<file path="src/rtl/clock_switch_pkg.sv">
// clock_switch_pkg: shared state encoding and select helpers for the clock switch
package clock_switch_pkg;
  typedef enum logic [1:0] {IDLE, OFF_WAIT, ON_WAIT, ERR} state_t;
  function automatic int unsigned sel_clamp(input int unsigned sel, input int unsigned n_clk);
    return (sel >= n_clk) ? n_clk - 1 : sel;
  endfunction
  function automatic logic [7:0] onehot(input int unsigned sel);
    return 8'(1) << sel;
  endfunction
endpackage

</file>
<file path="src/rtl/clock_switch_sync_bus.sv">
// clock_switch_sync_bus: WIDTH-bit, STAGES-deep synchroniser with sync reset
module clock_switch_sync_bus #(
  parameter int WIDTH  = 1,
  parameter int STAGES = 2
) (
  input  logic             clk,
  input  logic             rst,
  input  logic [WIDTH-1:0] d_i,
  output logic [WIDTH-1:0] q_o
);
  logic [STAGES-1:0][WIDTH-1:0] ff_q;
  // shift the asynchronous bus through the flop chain
  always_ff @(posedge clk) begin
    if (rst) ff_q <= '0;
    else ff_q <= {ff_q[STAGES-2:0], d_i};
  end
  assign q_o = ff_q[STAGES-1];
endmodule

</file>
<file path="src/rtl/clock_switch_ctrl.sv">
// clock_switch_ctrl: break-before-make N-source clock switch sequencer
module clock_switch_ctrl import clock_switch_pkg::*; #(
  parameter int N_CLK       = 3,
  parameter int SEL_W       = 2,
  parameter int DEF_SEL     = 0,
  parameter int SYNC_STAGES = 2,
  parameter int TIMEOUT     = 64,
  parameter int TO_W        = 8
) (
  input  logic             clk,
  input  logic             rst_clk,
  input  logic [SEL_W-1:0] sel_req,
  input  logic             sel_valid,
  output logic             sel_ready,
  output logic [N_CLK-1:0] en_out,
  input  logic [N_CLK-1:0] en_ack,
  output logic [SEL_W-1:0] cur_sel,
  output logic             busy,
  output logic             done,
  output logic             timeout_err,
  input  logic             err_clr,
  input  logic             dc_scan_mode
);
  logic [N_CLK-1:0] ack_s, en_q, en_d;
  logic [SEL_W-1:0] cur_q, cur_d, tgt_q, tgt_d, req_sel;
  logic [TO_W-1:0]  cnt_q, cnt_d;
  state_t           state_q, state_d;
  logic             done_q, done_d, err_q, err_d;
  logic             waiting, stuck, to, accept;

  clock_switch_sync_bus #(.WIDTH(N_CLK), .STAGES(SYNC_STAGES)) u_sync (
    .clk(clk),
    .rst(rst_clk),
    .d_i(en_ack),
    .q_o(ack_s)
  );

  assign req_sel   = SEL_W'(sel_clamp(32'(sel_req), N_CLK));
  assign waiting   = (state_q == OFF_WAIT) || (state_q == ON_WAIT);
  assign stuck     = (state_q == OFF_WAIT) ? |ack_s : (state_q == ON_WAIT) && !ack_s[cur_q];
  assign to        = stuck && (cnt_q == TO_W'(TIMEOUT - 1));
  assign sel_ready = ((state_q == IDLE) || (state_q == ERR)) && !dc_scan_mode;
  assign accept    = sel_valid && sel_ready;
  assign busy      = waiting;
  assign en_out    = en_q;
  assign cur_sel   = cur_q;
  assign done      = done_q;
  assign timeout_err = err_q;

  // next-state: ERR retries always restart the full off/on sequence, and an
  // OFF_WAIT timeout proceeds anyway since the old gate is already commanded off
  always_comb begin
    state_d = state_q;
    en_d    = en_q;
    cur_d   = cur_q;
    tgt_d   = tgt_q;
    done_d  = 1'b0;
    if ((state_q == IDLE) || (state_q == ERR)) begin
      if (accept && (state_q == IDLE) && (req_sel == cur_q)) done_d = 1'b1;
      else if (accept) begin
        en_d    = '0;
        tgt_d   = req_sel;
        state_d = OFF_WAIT;
      end
    end else if (state_q == OFF_WAIT) begin
      if (!stuck || to) begin
        en_d    = N_CLK'(onehot(32'(tgt_q)));
        cur_d   = tgt_q;
        state_d = ON_WAIT;
      end
    end else if (!stuck) begin
      state_d = IDLE;
      done_d  = 1'b1;
    end else if (to) state_d = ERR;
    cnt_d = (state_d != state_q || !waiting) ? '0 : cnt_q + 1'b1;
    err_d = to ? 1'b1 : err_clr ? 1'b0 : err_q;
  end

  // state registers; scan mode freezes everything except the synchroniser
  always_ff @(posedge clk) begin
    if (rst_clk) begin
      state_q <= ON_WAIT;
      en_q    <= N_CLK'(onehot(DEF_SEL));
      cur_q   <= SEL_W'(DEF_SEL);
      tgt_q   <= SEL_W'(DEF_SEL);
      done_q  <= 1'b0;
      err_q   <= 1'b0;
      cnt_q   <= '0;
    end else if (!dc_scan_mode) begin
      state_q <= state_d;
      en_q    <= en_d;
      cur_q   <= cur_d;
      tgt_q   <= tgt_d;
      done_q  <= done_d;
      err_q   <= err_d;
      cnt_q   <= cnt_d;
    end
  end

  // at most one gate open, and gates only ever close-all or open-one
  a_onehot0: assert property (@(posedge clk) $onehot0(en_out));
  a_bbm: assert property (@(posedge clk) disable iff (rst_clk)
    (!$past(rst_clk) && en_out != $past(en_out)) |->
      (($past(en_out) == '0 && $onehot(en_out)) || ($onehot($past(en_out)) && en_out == '0)));
endmodule

</file>
<file path="config.mk">
export PLATFORM = sky130hd
export DESIGN_NAME = clock_switch_ctrl
export DESIGN_NICKNAME = d
export VERILOG_FILES = /design/src/rtl/clock_switch_pkg.sv /design/src/rtl/clock_switch_sync_bus.sv /design/src/rtl/clock_switch_ctrl.sv
export SDC_FILE = /design/constraint.sdc
export NUM_CORES = 1
export LEC_CHECK = 0
export BUFFER_PORTS_ARGS = -buffer_cell sky130_fd_sc_hd__buf_2
export CAP_MARGIN = 20
export CORE_MARGIN = 10
export CORE_UTILIZATION = 23
export CTS_CLUSTER_DIAMETER = 40
export CTS_CLUSTER_SIZE = 20
export DETAILED_ROUTE_END_ITERATION = 10
export GPL_ROUTABILITY_DRIVEN = 0
export SLEW_MARGIN = 20
export SYNTH_ARGS = -nofsm -noshare
export SYNTH_HDL_FRONTEND = slang
export SYNTH_SLANG_ARGS = --single-unit
</file>
<file path="constraint.sdc">
create_clock -name clk -period 6.83 [get_ports clk]
set_clock_uncertainty 0.2 [all_clocks]
set_input_delay 0.3415 -clock clk [delete_from_list [all_inputs] [get_ports clk]]
set_output_delay 0.3415 -clock clk [all_outputs]
set_load 0.01 [all_outputs]
</file>
# --- Word-level counts from Yosys, hierarchy flattened ---
# Index checks and enable logic that the tools add are counted.
totals:
  input_bits: 10
  reg_bits: 25
  wordCells: 70
op_classes:
  n_addsub: 1
  magnitude_cmp: 2
  n_reduce_logical: 23
  bitwise: 3
  shift: 1
  mux: 23
  eq_ne: 8
op_table:
  columns: ["cell", "count"]
  rows:
  - ["$mux 2", 8]
  - ["$mux 3", 5]
  - ["$add 8x1->8 const B", 1]
  - ["$eq 8x6->1 const B", 1]
  - ["$mux 1", 8]
  - ["$mux 8", 1]
  - ["$reduce_and 4->1", 2]
  - ["$logic_and 1x1->1", 6]
  - ["$reduce_bool 2->1", 3]
  - ["$reduce_and 5->1", 1]
  - ["$eq 2x2->1 const B", 2]
  - ["$logic_not 1->1", 4]
  - ["$logic_or 1x1->1", 4]
  - ["$ne 2x2->1 const B", 2]
  - ["$lt 2x3->1 const B", 1]
  - ["$not 1->1", 3]
  - ["$reduce_or 3->1", 1]
  - ["$shl 1x2->3 const A", 1]
  - ["$bmux 1 s2", 1]
  - ["$eq 2x1->1 const B", 1]
  - ["$eq 2x2->1", 1]
  - ["$ge 2x2->1 const B", 1]
  - ["$logic_not 2->1", 1]
  - ["$ne 2x2->1", 1]
  - ["$reduce_and 2->1", 1]

# --- Longest topological paths before layout ---
logic_depth:
  ltp_word: 13
  ltp_mapped: 9
  depth_no_buf: 8

# --- Cells and area by module ---
# From an unflattened synthesis, not the netlist that was laid out.
unflattened:
  hier_cells: 157
  area_unflattened_um2: 1356.3
by_module_without_submodules:
  columns: ["mod", "instances", "seq_area_each_um2", "cells_per_inst", "area_per_inst_um2"]
  rows:
  - ["clock_switch_ctrl", 1, 380.4, 142, 1176.1]
  - ["clock_switch_sync_bus", 1, 120.1, 15, 180.2]

# --- Worst setup path before layout ---
# OpenSTA, ideal clock, no wires.
synth_path:
  kind: "register to register"
  from: "register state_q[1]"
  to: "register en_q[0], in the netlist en_out[0]"
  setup_time_ns: 0.118
  stages_incl_launch_ff: 10
  t_arrival_ns: 2.285
  t_required_ns: 6.512
  path_slack_ns: 4.227
  cell_sequence: "dfxtp_1 inv_1 ha_1 buf_6 or3b_4 a311oi_4 a211oi_2 a2111oi_4 o31a_1 o21ai_1"
synth_between:
  elab_chain_len: 8
synth_lines:
  columns: ["element", "line_no", "source"]
  rows:
  - ["from (decl)", "clock_switch_ctrl.sv:27", "state_t state_q, state_d;"]
  - ["from (signal assigned)", "clock_switch_ctrl.sv:90", "state_q <= state_d;"]
  - ["$eq 2x2->1 / $logic_not 2->1 (equally long branches)", "clock_switch_ctrl.sv:42, clock_switch_ctrl.sv:58, clock_switch_ctrl.sv:59", null]
  - ["$logic_or 1x1->1", "clock_switch_ctrl.sv:42, clock_switch_ctrl.sv:58", null]
  - ["$logic_and 1x1->1", "clock_switch_ctrl.sv:42", "assign sel_ready = ((state_q == IDLE) || (state_q == ERR)) && !dc_scan_mode;"]
  - ["$logic_and 1x1->1", "clock_switch_ctrl.sv:43", "assign accept = sel_valid && sel_ready;"]
  - ["$logic_and 1x1->1 (2 in series)", "clock_switch_ctrl.sv:59", "if (accept && (state_q == IDLE) && (req_sel == cur_q)) done_d = 1'b1;"]
  - ["$ne 2x2->1 (no line)", null, null]
  - ["$reduce_and 5->1 (no line)", null, null]
  - ["to (signal assigned)", "clock_switch_ctrl.sv:83", "en_q <= N_CLK'(onehot(DEF_SEL));"]
  - ["to (signal assigned)", "clock_switch_ctrl.sv:91", "en_q <= en_d;"]
  - ["to (decl)", "clock_switch_ctrl.sv:24", "logic [N_CLK-1:0] ack_s, en_q, en_d;"]
# Several ways; a longest one is shown, not always the timed one.
# A chain may end at the register's enable or synchronous reset.

# --- Worst setup path after layout ---
layout_path:
  from: "register state_q[0]"
  to: "register en_q[0], in the netlist en_out[0]"
# The elaborated chain is that of the path after synthesis.

==> impl_metrics.tcl <==
set metrics [dict create \
    drc 0 \
    io_pins 19 \
    hold_buffers 0 \
    grtUsageTotal 0.06582 \
    vdd_drop_max_uv 86.31 \
    cts.htree.levels 1 \
    cts-resized-gates 0 \
    hold_slack_ns 0.07431 \
    hold_violations 0 \
    cts_inserted_buffers 3 \
    cts_tree "done" \
    start_util 0.2377 \
    fin_setup_tns_ns 0 \
    grt_pass1_vias 1077 \
    power.density_mw_per_mm2 187.6 \
    dpl.hpwl_um 2090 \
    setup_violations 0 \
    period_share 0.4078 \
    dp_slack_ns 4.095 \
    synth-edff-count 0 \
    fin_cells 238 \
    cts_max_path_buffers 2 \
    drive_gt1_frac 0.1747 \
    synth.yosys.seq_area_share 0.3824 \
    synth_top_family_by_area "simple AND/OR/NAND/NOR gates" \
    cts.clk_slew.worst_paths_ns 0.09 \
    fmax_ghz 0.3590 \
    top_layer "met4" \
    synth_area_sq_mm 0.001309 \
    portBuffers 18 \
    wirelength_met1_um 1264 \
    drt_first_pass_iters 4 \
    synth_area_per_cell_sq_um 8.784 \
    drv_slew 0 \
    ys_top_cells_by_area "dfxtp_1, nand2_1, a21oi_1" \
    startpoint_type "flip-flop" \
    placed_cell_area_sq_mm 0.001463 \
    ys_seq_elements 25 \
    postLayoutCoreUtil 0.2738 \
    p_leak_nw 0.5631 \
    post_drt_wl_per_cell_um 11.68 \
    hp-class "in -> reg" \
    slew_headroom 0.6086 \
    antenna_found_initial 0 \
    status "complete, no violations" \
    drt-initial-drc-count 73 \
    nFillCells 578 \
    fin_area_sq_mm 0.001508 \
    grt_max_degree 24 \
    routed_wirelength_um 2779 \
    dp.cells 234 \
    tightestPinTransition_ns 0.5821 \
    antenna_left 0 \
    cts_num_sinks 25 \
    dr_wl_met3_um 89 \
    synth_top_area_cell "dfxtp_1" \
    power_uw 282.8 \
    ys_warn_count 0 \
    cp_max_fo 11 \
    rsz0062_at_grt "false" \
    rr_worst_depth 8 \
    multi_input_area_sq_um 759.5 \
    post-route-min-period_ns 2.785 \
    synth_top_area_frac 0.3824 \
    muxShareOfSynthArea 0.03059 \
    synth-xor-area-share 0.02677 \
    synth_cells 149 \
    die_area_sq_mm 0.009108 \
    synth_fa_ha_area_frac 0.03824 \
    final_nets 181 \
    crit_required_ns 6.80 \
    grt_overflow_total 0 \
    setup_slack_ns 4.045 \
    syn_to_final_growth_pct 15.20 \
    arrival_ns 2.75 \
    grt_pass1_wl_um 4892 \
    post_cts.repair.setup_buffers 0 \
    end_kind "flip-flop" \
    async_reset_ff_frac 0 \
    row_count 27 \
    seq_area_sq_um 500.5 \
    worstSkewPairLatency_ns 0.27 \
    holdPathStages 2 \
    synth-simple-area-share 0.2897 \
    viasPerCell 4.513 \
    max_cap_viol_count 0 \
    core_area_sq_mm 0.005507 \
    die_h_um 95.44 \
    antenna_cells 0 \
    synth-compound-area-share 0.1950 \
    synth_cell_type_count 42 \
    crit_type "reg -> reg" \
    syn_nets 163 \
    routed-via-count 1074 \
    fp.dieW_um 95.44 \
    met2_length_um 1315 \
    synthFlopType "dfxtp_1" \
    cts-root-buf "clkbuf_8" \
]
## Yosys cell counts (all sizes together) (2+ instances only)
library cell   n
dfxtp         25
nand2         18
nor2          14
a21oi         13
nor2b          8
o21ai          8
inv            6
nand3          5
ha             4
mux2i          4
clkbuf         3
nand2b         3
nand4b         3
nor3b          3
a211oi         2
a31oi          2
buf            2
nand3b         2
nor3           2
nor4           2
xnor2          2
xor2           2
## critical path, stage by stage (launching register included)
cell       delay, ns
dfxtp_1         0.42
inv_1           0.10
ha_1            0.43
or3b_4          0.44
a311oi_4        0.27
a211oi_2        0.08
a2111oi_4       0.47
o31a_1          0.21
o21ai_1         0.05
## cell families after synthesis
kind of cell	count (synthesis)
simple gates	67
xor+xnor	4
mux	4
flops	25
compound gates	34
fa+ha+maj	4
buf+inv	11
## where the power goes
part	switching [mW]	internal, mW	leakage [nW]
Clock	0.0473	0.0418	0.0228
Combinational	0.0255	0.0154	0.337
Sequential	0.00287	0.150	0.203
## metal layers
metal  vias up  GRT usage
li1        561          -
met1       484    0.07720
met2        18     0.1051
met3        11    0.01493
met4         0    0.04423
met5         -          0
## final timing paths
kind	slack, ns	to	from
worst max register to register	4.04	en_out[0]$_SDFFE_PP1P_	state_q[0]$_SDFFE_PP0N_
worst min register to register	0.24	u_sync.q_o[1]$_SDFF_PP0_	u_sync.ff_q[1]$_SDFF_PP0_
worst min-delay path	0.07	u_sync.ff_q[2]$_SDFF_PP0_	en_ack[2]
worst max-delay path	4.04	en_out[0]$_SDFFE_PP1P_	state_q[0]$_SDFFE_PP0N_
## state kept, by name (all words and copies together) (netlist names)
register     cells
cnt_q            8
cur_sel          2
done             1
en_out           3
state_q          2
tgt_q            2
timeout_err      1
u_sync.ff_q      3
u_sync.q_o       3
## final cells by class
class / instances / area share
repair buffers: 18 / 0.05975
well taps: 72 / 0.05975
flip-flops and latches: 25 / 0.3319
multi-input cells: 113 / 0.5037
clock buffers: 4 / 0.02988
inverters: 6 / 0.01494
## layout by cell type (no fill, tap or decap), drive strengths merged, types with 2 or more instances in the layout
cell type,instances
dfxtp,25
nand2,18
buf,18
nor2,14
a21oi,13
nor2b,8
o21ai,8
inv,6
nand3,5
mux2i,4
ha,4
clkbuf,4
nor3b,3
nand2b,3
nand4b,3
nand3b,2
xnor2,2
nor3,2
a31oi,2
xor2,2
nor4,2
a211oi,2
No activity file was read; power rests on OpenSTA's default activity.
